**src/rtl/mux4_rr_arbiter_if.sv**
```systemverilog
`default_nettype none
//============================================================================
// Module : mux4_rr_arbiter_if
// Brief  : Request/data/grant bundle between four requesters and the
//          round-robin arbiter in front of the 4:1 mux.
// Rev    : 1.0  initial release
//============================================================================
interface mux4_rr_arbiter_if #(
   parameter int DATA_W = 1
);
   logic [3:0]        req;
   logic [DATA_W-1:0] i0;
   logic [DATA_W-1:0] i1;
   logic [DATA_W-1:0] i2;
   logic [DATA_W-1:0] i3;
   logic [3:0]        gnt;
   logic [1:0]        sel;
   logic              busy;
   logic [DATA_W-1:0] out;

   // Requester side
   modport master (
      output req, i0, i1, i2, i3,
      input  gnt, sel, busy, out
   );

   // Arbiter side
   modport slave (
      input  req, i0, i1, i2, i3,
      output gnt, sel, busy, out
   );
endinterface
`default_nettype wire

```
**src/rtl/mux4_rr_arbiter.sv**
```systemverilog
`default_nettype none
//============================================================================
// Module : mux4_rr_arbiter
// Brief  : Round-robin arbiter/sequencer driving the 4:1 mux select, one-hot
//          grant and the forwarded output. Optional macro
//          MUX4_ARB_TIMEOUT_EN forces rotation after HOLD_MAX grant cycles.
// Rev    : 1.0  initial release
//============================================================================
module mux4_rr_arbiter #(
   parameter int DATA_W   = 1,
   parameter int HOLD_MAX = 8
) (
   input  logic               clk,
   input  logic               rst,
   mux4_rr_arbiter_if.slave   bus
);

   localparam int HC_W = $clog2(HOLD_MAX + 1);
   localparam logic [HC_W-1:0] C_HOLD_MAX = HC_W'(HOLD_MAX);
   localparam logic [HC_W-1:0] C_HOLD_ONE = HC_W'(1);

   typedef enum logic [0:0] {
      ST_IDLE  = 1'b0,
      ST_GRANT = 1'b1
   } state_t;

   state_t          state_q, state_d;
   logic [1:0]      sel_q, sel_d;
   logic [1:0]      last_q, last_d;
   logic [HC_W-1:0] hold_cnt_q, hold_cnt_d;

   logic [3:0]        w_sel_onehot;
   logic              w_busy;
   logic              w_any_req;
   logic [1:0]        w_idle_win;
   logic [1:0]        w_next_win;
   logic [DATA_W-1:0] w_mux;

   // First set bit of r searching upward from start, wrapping 3->0.
   function automatic logic [1:0] rr_pick(input logic [3:0] r, input logic [1:0] start);
      logic [1:0] idx;
      logic       found;
      rr_pick = start;
      found   = 1'b0;
      for (int k = 0; k < 4; k++) begin
         idx = start + 2'(k);
         if (!found && r[idx]) begin
            rr_pick = idx;
            found   = 1'b1;
         end
      end
   endfunction

   assign w_sel_onehot = 4'b0001 << sel_q;
   assign w_busy       = (state_q == ST_GRANT);
   assign w_any_req    = |bus.req;
   assign w_idle_win   = rr_pick(bus.req, last_q + 2'd1);
   // Current owner masked so a forced rotation never lands back on it.
   assign w_next_win   = rr_pick(bus.req & ~w_sel_onehot, sel_q + 2'd1);

`ifdef MUX4_ARB_TIMEOUT_EN
   logic w_others_pending;
   assign w_others_pending = |(bus.req & ~w_sel_onehot);
`endif

   always_comb begin
      state_d    = state_q;
      sel_d      = sel_q;
      last_d     = last_q;
      hold_cnt_d = hold_cnt_q;
      case (state_q)
         ST_IDLE: begin
            if (w_any_req) begin
               state_d    = ST_GRANT;
               sel_d      = w_idle_win;
               last_d     = w_idle_win;
               hold_cnt_d = C_HOLD_ONE;
            end
         end
         ST_GRANT: begin
            if (!bus.req[sel_q]) begin
               if (w_any_req) begin
                  sel_d      = w_next_win;
                  last_d     = w_next_win;
                  hold_cnt_d = C_HOLD_ONE;
               end else begin
                  state_d = ST_IDLE;
               end
`ifdef MUX4_ARB_TIMEOUT_EN
            end else if ((hold_cnt_q == C_HOLD_MAX) && w_others_pending) begin
               sel_d      = w_next_win;
               last_d     = w_next_win;
               hold_cnt_d = C_HOLD_ONE;
`endif
            end else if (hold_cnt_q != C_HOLD_MAX) begin
               hold_cnt_d = hold_cnt_q + C_HOLD_ONE;
            end
         end
         default: begin
            state_d = ST_IDLE;
         end
      endcase
   end

   always_ff @(posedge clk) begin
      if (rst) begin
         state_q    <= ST_IDLE;
         sel_q      <= 2'd0;
         last_q     <= 2'd3;
         hold_cnt_q <= '0;
      end else begin
         state_q    <= state_d;
         sel_q      <= sel_d;
         last_q     <= last_d;
         hold_cnt_q <= hold_cnt_d;
      end
   end

   always_comb begin
      w_mux = bus.i0;
      case (sel_q)
         2'd0:    w_mux = bus.i0;
         2'd1:    w_mux = bus.i1;
         2'd2:    w_mux = bus.i2;
         default: w_mux = bus.i3;
      endcase
   end

   assign bus.gnt  = w_busy ? w_sel_onehot : 4'b0000;
   assign bus.sel  = sel_q;
   assign bus.busy = w_busy;
   assign bus.out  = w_busy ? w_mux : '0;

endmodule
`default_nettype wire

```
**src/flat_wrapper.sv**
```systemverilog
// flat-port wrapper written by rule: the top's interface ports become plain ports
module mux4_rr_arbiter_flat 
#(
   parameter int DATA_W   = 1,
   parameter int HOLD_MAX = 8
)
  (clk, rst, bus_req, bus_i0, bus_i1, bus_i2, bus_i3, bus_gnt, bus_sel, bus_busy, bus_out);
  mux4_rr_arbiter_if #(.DATA_W(DATA_W)) bus_i ();
  input  logic clk;
  input  logic rst;
  input wire logic [$bits(bus_i.req)-1:0] bus_req;
  input wire logic [$bits(bus_i.i0)-1:0] bus_i0;
  input wire logic [$bits(bus_i.i1)-1:0] bus_i1;
  input wire logic [$bits(bus_i.i2)-1:0] bus_i2;
  input wire logic [$bits(bus_i.i3)-1:0] bus_i3;
  output wire logic [$bits(bus_i.gnt)-1:0] bus_gnt;
  output wire logic [$bits(bus_i.sel)-1:0] bus_sel;
  output wire logic [$bits(bus_i.busy)-1:0] bus_busy;
  output wire logic [$bits(bus_i.out)-1:0] bus_out;
  assign bus_i.req = bus_req;
  assign bus_i.i0 = bus_i0;
  assign bus_i.i1 = bus_i1;
  assign bus_i.i2 = bus_i2;
  assign bus_i.i3 = bus_i3;
  assign bus_gnt = bus_i.gnt;
  assign bus_sel = bus_i.sel;
  assign bus_busy = bus_i.busy;
  assign bus_out = bus_i.out;
  mux4_rr_arbiter #(.DATA_W(DATA_W), .HOLD_MAX(HOLD_MAX)) u_core (.clk(clk), .rst(rst), .bus(bus_i));
endmodule
```
**config.mk**
```make
export PLATFORM = sky130hd
export DESIGN_NAME = mux4_rr_arbiter_flat
export DESIGN_NICKNAME = d
export VERILOG_FILES = /design/src/rtl/mux4_rr_arbiter_if.sv /design/src/rtl/mux4_rr_arbiter.sv /design/src/flat_wrapper.sv
export SDC_FILE = /design/constraint.sdc
export NUM_CORES = 1
export LEC_CHECK = 0
export BUFFER_PORTS_ARGS = -buffer_cell sky130_fd_sc_hd__buf_2
export CORE_MARGIN = 10
export CORE_UTILIZATION = 45
export DETAILED_ROUTE_END_ITERATION = 8
export PLACE_DENSITY = 0.65
export RECOVER_POWER = 100
export SLEW_MARGIN = 20
export SYNTH_ARGS = -nofsm -noshare
export SYNTH_HDL_FRONTEND = slang
export SYNTH_SLANG_ARGS = --single-unit
```
**constraint.sdc**
```tcl
create_clock -name clk -period 5.1 [get_ports clk]
set_input_delay 1.02 -clock clk [delete_from_list [all_inputs] [get_ports clk]]
set_output_delay 1.02 -clock clk [all_outputs]
set_load 0.03 [all_outputs]
```
# Word-level counts from Yosys, hierarchy flattened
# Cells that the tools add are included.
# totals
elab_cells,84
input_bits,10
regBits,5
out_inout_bits,8
# classes
addsub,8
n_reduce_logical,15
mux,40
bitwise_logic,3
n_shift,1
n_eq_ne,5
order_cmp,9
# op_table
operator,count
2-bit by 3-bit < comparator with 1-bit output (second input constant),9
1-bit binary-select mux with 2-bit select,9
1-bit two-way mux,18
2-bit two-way mux,9
2-bit by 1-bit adder with 2-bit output (second input constant),4
2-bit adder (second input constant),4
1-bit logical AND,6
1-bit logical NOT,6
4-bit bitwise AND,1
4-bit two-way mux,1
2-bit != test (second input constant),2
4-bit NOT,1
2-bit one-hot mux with 2 select lines,1
4-bit OR reduction,1
1-bit by 2-bit << shifter with 4-bit output (first input constant),1
1-bit one-hot mux with 3 select lines,1
3-bit AND reduction,1
2-bit by 1-bit == test with 1-bit output (second input constant),1
2-bit == test (second input constant),1
2-bit logical NOT,1
2-bit by 1-bit != test with 1-bit output (second input constant),1
1-bit one-hot mux with 2 select lines,1
1-bit NOT,1

# Logic depth before layout (Yosys ltp)
# Gate-level depths: netlist (run 1).
# depth
ltp_word,18
mapped_depth,8
depth_no_buf,7

# Least setup slack after synthesis (run 1)
# No wires, ideal clock.
# synth_timing
path_kind,register to output
startpoint,register u_core.sel_q[0] (netlist: u_core.bus.sel[0])
endpoint,output port bus_out
required_ns,4.080
slack_ns,2.302
t_arrival_ns,1.778
stages_incl_launch_ff,6
n_path_buf,0
path_cell_list,dfxtp_1 > inv_1 > ha_1 > a222oi_1 > o21ai_0 > and2_1
# synth_between
elab_chain_len,3
elab_cells_between_ends,5
cone_classes,eq/ne: 2; mux: 2; reduce/logical: 1
# synth_rtl
item,line_no,rtl
from (decl),mux4_rr_arbiter.sv:28,"logic [1:0] sel_q, sel_d;"
from (signal assigned),mux4_rr_arbiter.sv:113,sel_q <= sel_d;
2-bit == test (tied with other cells),mux4_rr_arbiter.sv:121,case (sel_q)
1-bit one-hot mux with 3 select lines *,mux4_rr_arbiter.sv:121,
1-bit two-way mux *,mux4_rr_arbiter.sv:132,assign bus.out = w_busy ? w_mux : '0;
to (decl),flat_wrapper.sv:19,output wire logic [$bits(bus_i.out)-1:0] bus_out;
# Mark *: on every way between the ends. The rest lies on a longest branch, timed or not.

# Worst setup path in the final report (run 1)
# Same ends and word-level chain as after synthesis.

==> impl_metrics.csv, run 1 <==
group,metric,value,unit
route,drt-total-wl,1983,microns
floorplanning,dieArea,3764,sq um
flow_run,cap_violations,0,
clocking,clkLatencyLatePin,260,ps
global_routing,track_usage,11.01,%
placement,port_buffers,17,
setup_path,critical_path_class,"reg2out",
route,drtPass1Iterations,4,
cells_and_area,drive_gt1_share,19.63,%
sta,finalCriticalPeriod,3406,ps
synthesis,synth.avg_cell_area,8.364,sq um
setup_path,endpoint_kind,"output pin",
floorplanning,initial_utilization,49.36,%
clocking,numCtsBuffers,3,
synthesis,synth_nets,107,
synthesis,ys.flop_type,"dfxtp_1",
power,p_int,170.9,uW
floorplanning,die_height,61.35,microns
setup_path,worstReg2RegStart,"u_core.bus.sel[0]$_SDFFE_PP0P_",
route,post-route-drc-count,0,
cells_and_area,nNetsFinal,123,
global_routing,grt_max_degree,18,
route,antenna_left,0,
setup_path,worst_setup_path_start_kind,"flop",
power,leakage,0.0003314,uW
sta,rsz0062_at_grt,"false",
setup_path,cpPeakStageDelay,720,ps
synthesis,ys_warn_count,0,
floorplanning,pin_count,18,
clocking,hold_buffers,0,
power,power_frac_comb,63.7,%
sta,period_share,66.79,%
setup_path,critPathMaxFanout,17,
clocking,ctsResizeCount,0,
power,ir_drop,169.3,uV
power,power_density,422.2,nW/um^2
power,seq_power_share,22.2,%
global_routing,antenna_found_initial,0,
setup_path,crit_chain,"inv_1 > ha_1 > a222oi_1 > o21ai_0 > and2_1 > clkbuf_1",
sta,skew,10.87,ps
clocking,cts_sinks,5,
synthesis,syn-instance-count,92,
route,vias_per_cell,6.187,
route,vias,761,
setup_path,worstPathRequired,4080,ps
sta,tightest_slew,962.1,ps
floorplanning,coreArea,1559,sq um
hold_path,holdCritPathClass,"reg2reg",
placement,gp_congestion,0.7868,
synthesis,synth_edf_count,0,
power,netSwitchingPower,175.0,uW
synthesis,ys_seq_area_share,13.01,%
setup_path,crit_start,"u_core.bus.sel[0]$_SDFFE_PP0P_",
global_routing,grt_pass1_wl,3277,microns
hold_path,holdCritStartpoint,"u_core.bus.sel[1]$_SDFFE_PP0P_",
synthesis,synth_area,769.5,sq um
power,power,346.0,uW
sta,tns,0,ps
global_routing,grt_pass1_vias,726,
clocking,clockRootBuffer,"clkbuf_4",
clocking,clk_path_buf_depth,2,
synthesis,ys_ff_latch,5,
global_routing,grt_overflow,0,
clocking,clk_pin_slew,50,ps
sta,max_freq,293.6,MHz
setup_path,crit_slowest_cell,"dfxtp_1",
clocking,cts_setup_buffers,0,
synthesis,async_flop_share,0,%
cells_and_area,antennaDiodeCount,0,
placement,hpwl,1489,microns
setup_path,arrival,2390,ps
sta,slew_viol_final,0,
clocking,cts_max_level,1,
sta,relSlewSlack,34.20,%
sta,finalHoldViolCount,0,
cells_and_area,syn_to_final_growth,6.504,%
route,first_iter_violations,16,
cells_and_area,layout_common_cells,"inv_1 (9), clkbuf_1 (9), nand2_1 (8), buf_2 (8), and2_1 (6)",
synthesis,synth.distinct_cells,41,
run_status,status,"finished clean",
power,p_sw_share,50.59,%
clocking,cts_tree,"done",
floorplanning,num_rows,14,
route,wl_per_cell,16.12,microns
power,power_frac_clock,14.2,%
sta,setup_viol_count_final,0,
floorplanning,fp.dieW,61.35,microns
==> metrics by stage <==
stage          setup WS, ps  cell area (sq um)  instances  hold slack [ps]  util (%)
6_report               1694              819.5        123            581.9     52.57
5_1_grt                1409              819.5        123            598.3     52.57
4_1_cts                1722              849.6        123            571.9     54.49
3_5_place_dp           2000              822.0        119            562.8     52.73
3_3_place_gp           2081              822.0        119            561.2     52.73
2_1_floorplan          2302              769.5         92            533.1         -
==> critical path, delay by kind of cell (launching register included) <==
kind | cells | cell delay (ps)
simple gates | 1 | 150
buf+inv | 2 | 530
fa+ha+maj | 1 | 320
flops | 1 | 720
compound gates | 2 | 400
==> power by group through the flow <==
stage / Sequential (uW) / Clock, uW / Combinational (uW)
finish: 76.6 / 49.1 / 220
global route: 80.1 / 51.2 / 244
CTS: 76.0 / 49.7 / 240
detailed placement: 77.0 / 0 / 240
global placement: 75.3 / 0 / 234
floorplan: 75.5 / 0 / 197
==> path summary, 6_finish.rpt <==
path	end	cells after the start	slack, ps
setup / recovery	bus_out	6	1690
hold / removal	u_core.bus.sel[1]$_SDFFE_PP0P_	2	580
setup reg to reg	u_core.last_q[0]$_SDFFE_PP1P_	6	1770
hold reg to reg	u_core.bus.sel[1]$_SDFFE_PP0P_	2	580
==> synthesized netlist by cell type (2+ instances only) <==
library cell / count / area share (%)
inv_1: 9 / 4.4
nand2_1: 8 / 3.9
and2_1: 6 / 4.9
a21oi_1: 5 / 3.3
dfxtp_1: 5 / 13
ha_1: 5 / 8.1
nor2_1: 4 / 2.0
o21ai_0: 4 / 2.6
a31oi_1: 3 / 2.4
buf_6: 3 / 4.4
nand2b_1: 3 / 2.4
o22ai_1: 3 / 2.4
a222oi_1: 2 / 2.6
mux2i_1: 2 / 2.6
mux4_2: 2 / 5.9
nor2b_1: 2 / 1.6
or3b_2: 2 / 2.3
==> flip-flops by register name, indices dropped and copies added, names as in the netlist <==
name,flops
u_core.bus.sel,2
u_core.bus.busy,1
u_core.last_q,2
==> logic make-up (layout without fill, tap and decap cells) <==
family,after synthesis,count (layout),share of synthesized area (%)
and+or+nand+nor,33,33,25.04
AOI/OAI and AO/OA,28,28,31.87
buffers and inverters,15,30,11.22
adders and majority gates,5,5,8.130
DFF,5,5,13.01
muxes,4,4,8.455
xor gates and xnor gates,2,2,2.277
==> cell type report <==
type | instances | area [sq um]
sequential | 5 | 100.1
fill | 153 | 739.5
clock inverter | 1 | 5.005
timing repair buffer | 17 | 73.82
clock buffer | 3 | 22.52
multi-input combinational | 72 | 564.3
inverter | 9 | 33.78
tap | 16 | 20.02
==> metal layers <==
layer	share of wire [%]	GRT usage, %
met1	46	13.82
met2	46	18.05
met3	7.6	3.498
met4	0	2.229
met5	0	0
Note: power is estimated with default switching activity, not from simulation.
==> run 2, diff against run 1 <==
--- a/config.mk
+++ b/config.mk
@@ -9,7 +9,7 @@
 export CORE_MARGIN = 10
 export CORE_UTILIZATION = 45
 export DETAILED_ROUTE_END_ITERATION = 8
-export PLACE_DENSITY = 0.65
+export PLACE_DENSITY = 0.67
 export RECOVER_POWER = 100
 export SLEW_MARGIN = 20
 export SYNTH_ARGS = -nofsm -noshare
==> constraint.sdc (replaced) <==
create_clock -name clk -period 3.1 [get_ports clk]
set_input_delay 0.62 -clock clk [delete_from_list [all_inputs] [get_ports clk]]
set_output_delay 0.62 -clock clk [all_outputs]
set_load 0.03 [all_outputs]
==> run 2 against run 1 <==
Effect of this change:
- power is 71% higher
- non-clock buffer count is 1 higher
- core utilization up 0.56 points
- critical endpoint is now u_core.bus.sel[0]$_SDFFE_PP0P_
==> impl_metrics.csv, run 2 (synthesis gave the netlist of run 1 again) <==
group,metric,value,unit
global_routing,grt_pass1_vias,766,
floorplanning,die_height,61.35,microns
placement,port_buffers,17,
cells_and_area,syn_to_final_growth,7.642,%
clocking,hold_buffers,0,
floorplanning,dieArea,3764,sq um
setup_path,reg2reg_depth,7,
setup_path,rr_endpoint,"u_core.bus.sel[0]$_SDFFE_PP0P_",
power,power_density,712.3,nW/um^2
clocking,clk_path_buf_depth,2,
hold_path,holdCritPathClass,"reg2reg",
route,post-route-drc-count,0,
cells_and_area,post-route-cell-area,828.3,sq um
setup_path,path_delay_family,"compound AO/OA/AOI/OAI gates",
power,power_frac_comb,68.7,%
clocking,clk_pin_slew,40,ps
route,drtPass1Iterations,4,
route,antenna_left,0,
sta,setup_viol_count_final,0,
route,vias_per_cell,6.161,
setup_path,cpPeakStageDelay,530,ps
clocking,ctsResizeCount,0,
clocking,cts_setup_buffers,0,
setup_path,endpoint_kind,"flop",
clocking,clockRootBuffer,"clkbuf_4",
cells_and_area,fillers,174,
setup_path,critical_path_class,"reg2reg",
cells_and_area,drive_gt1_share,20.37,%
setup_path,worstReg2RegStart,"u_core.bus.sel[1]$_SDFFE_PP0P_",
clocking,cts_tree,"done",
sta,finalCriticalPeriod,2566,ps
global_routing,track_usage,11.40,%
setup_path,regToRegSetupSlack,530,ps
floorplanning,initial_utilization,49.36,%
sta,finalHoldViolCount,0,
setup_path,crit_slowest_cell,"or4b_1",
setup_path,path_buf_inv,1,
global_routing,grt_max_degree,17,
power,power_frac_clock,13.0,%
floorplanning,fp.dieW,61.35,microns
floorplanning,pin_count,18,
sta,rsz0062_at_grt,"false",
setup_path,worstPathRequired,3260,ps
power,leakage,0.0003358,uW
flow_run,cap_violations,0,
setup_path,arrival,2730,ps
sta,slew_viol_final,0,
power,p_sw_share,49.91,%
placement,gp_congestion,0.7744,
power,seq_power_share,18.3,%
hold_path,holdCritStartpoint,"u_core.bus.sel[1]$_SDFFE_PP0P_",
placement,hpwl,1568,microns
cells_and_area,layout_common_cells,"inv_1 (9), clkbuf_1 (9), buf_2 (9)",
sta,tns,0,ps
route,first_iter_violations,29,
hold_path,hold_end,"u_core.bus.sel[1]$_SDFFE_PP0P_",
global_routing,antenna_found_initial,0,
power,netSwitchingPower,294.4,uW
hold_path,min_path_cells,2,
route,vias,764,
floorplanning,num_rows,14,
setup_path,critPathMaxFanout,11,
sta,max_freq,389.8,MHz
setup_path,crit_chain,"inv_1 > ha_1 > nand2b_1 > a221oi_1 > a2111oi_4 > or4b_1 > a31oi_1",
sta,period_share,82.76,%
clocking,cts_sinks,5,
power,p_int,295.5,uW
sta,relSlewSlack,66.37,%
sta,skew,3.173,ps
power,power,590.0,uW
setup_path,worst_setup_path_start_kind,"flop",
clocking,clkLatencyLatePin,240,ps
cells_and_area,antennaDiodeCount,0,
sta,holdWs,570.3,ps
cells_and_area,nNetsFinal,124,
sta,tightest_slew,504.5,ps
route,drt-total-wl,2068,microns
global_routing,grt_pass1_wl,3374,microns
power,ir_drop,292.6,uV
clocking,cts_max_level,1,
placement,place_area,829.5,sq um
global_routing,grt_overflow,0,
run_status,status,"finished clean",
floorplanning,coreArea,1559,sq um
route,wl_per_cell,16.68,microns
clocking,numCtsBuffers,3,
==> run 2: power groups by stage <==
stage	clock, uW	sequential, uW	combinational, uW
after floorplan	0	124	325
after CTS	79.0	107	421
after global placement	0	107	409
after detailed placement	0	108	420
final	76.7	108	405
after global routing	84.9	110	448
==> run 2: stage by stage <==
stage,setup slack (ps),util (%),cells
3_5_place_dp,722.5,53.21,120
4_1_cts,700.9,54.90,124
3_3_place_gp,804.0,53.21,120
6_report,534.5,53.13,124
2_1_floorplan,474.6,-,92
5_1_grt,371.6,53.13,124
==> run 2: final cells by class <==
type	instances	area [sq um]	share of cell area, %
Multi-Input combinational cell	72	565.5	68.28
Sequential cell	5	100.1	12.08
Timing Repair Buffer	18	82.58	9.970
Inverter	9	33.78	4.079
Clock buffer	4	26.28	3.172
Tap cell	16	20.02	2.417
==> run 2: routing by layer <==
metal | share of wire [%] | up-vias | global-route usage [%]
met5 | 0 | - | 0
met4 | 0.44 | 0 | 2.229
met3 | 8.6 | 2 | 2.881
met2 | 46 | 29 | 19.38
met1 | 45 | 359 | 14.22
li1 | - | 374 | -
==> run 2: how the worst max path moves through the flow <==
stage | startpoint | depth (start not counted) | endpoint
finish | u_core.bus.sel[1]$_SDFFE_PP0P_ | 7 | u_core.bus.sel[0]$_SDFFE_PP0P_
global route | u_core.bus.sel[1]$_SDFFE_PP0P_ | 7 | u_core.bus.sel[1]$_SDFFE_PP0P_
CTS | u_core.bus.sel[1]$_SDFFE_PP0P_ | 7 | u_core.bus.sel[0]$_SDFFE_PP0P_
detailed placement | u_core.bus.sel[1]$_SDFFE_PP0P_ | 7 | u_core.bus.sel[0]$_SDFFE_PP0P_
global placement | u_core.bus.sel[1]$_SDFFE_PP0P_ | 7 | u_core.bus.sel[0]$_SDFFE_PP0P_
floorplan | u_core.bus.sel[0]$_SDFFE_PP0P_ | 8 | u_core.bus.sel[1]$_SDFFE_PP0P_
==> run 2: worst min-delay path: cells and delay by family (launching register included) <==
| kind | cells | cell delay [ps] |
|---|---|---|
| DFF | 1 | 370 |
| and+or+nand+nor | 1 | 90 |
| AOI/OAI and AO/OA | 1 | 60 |
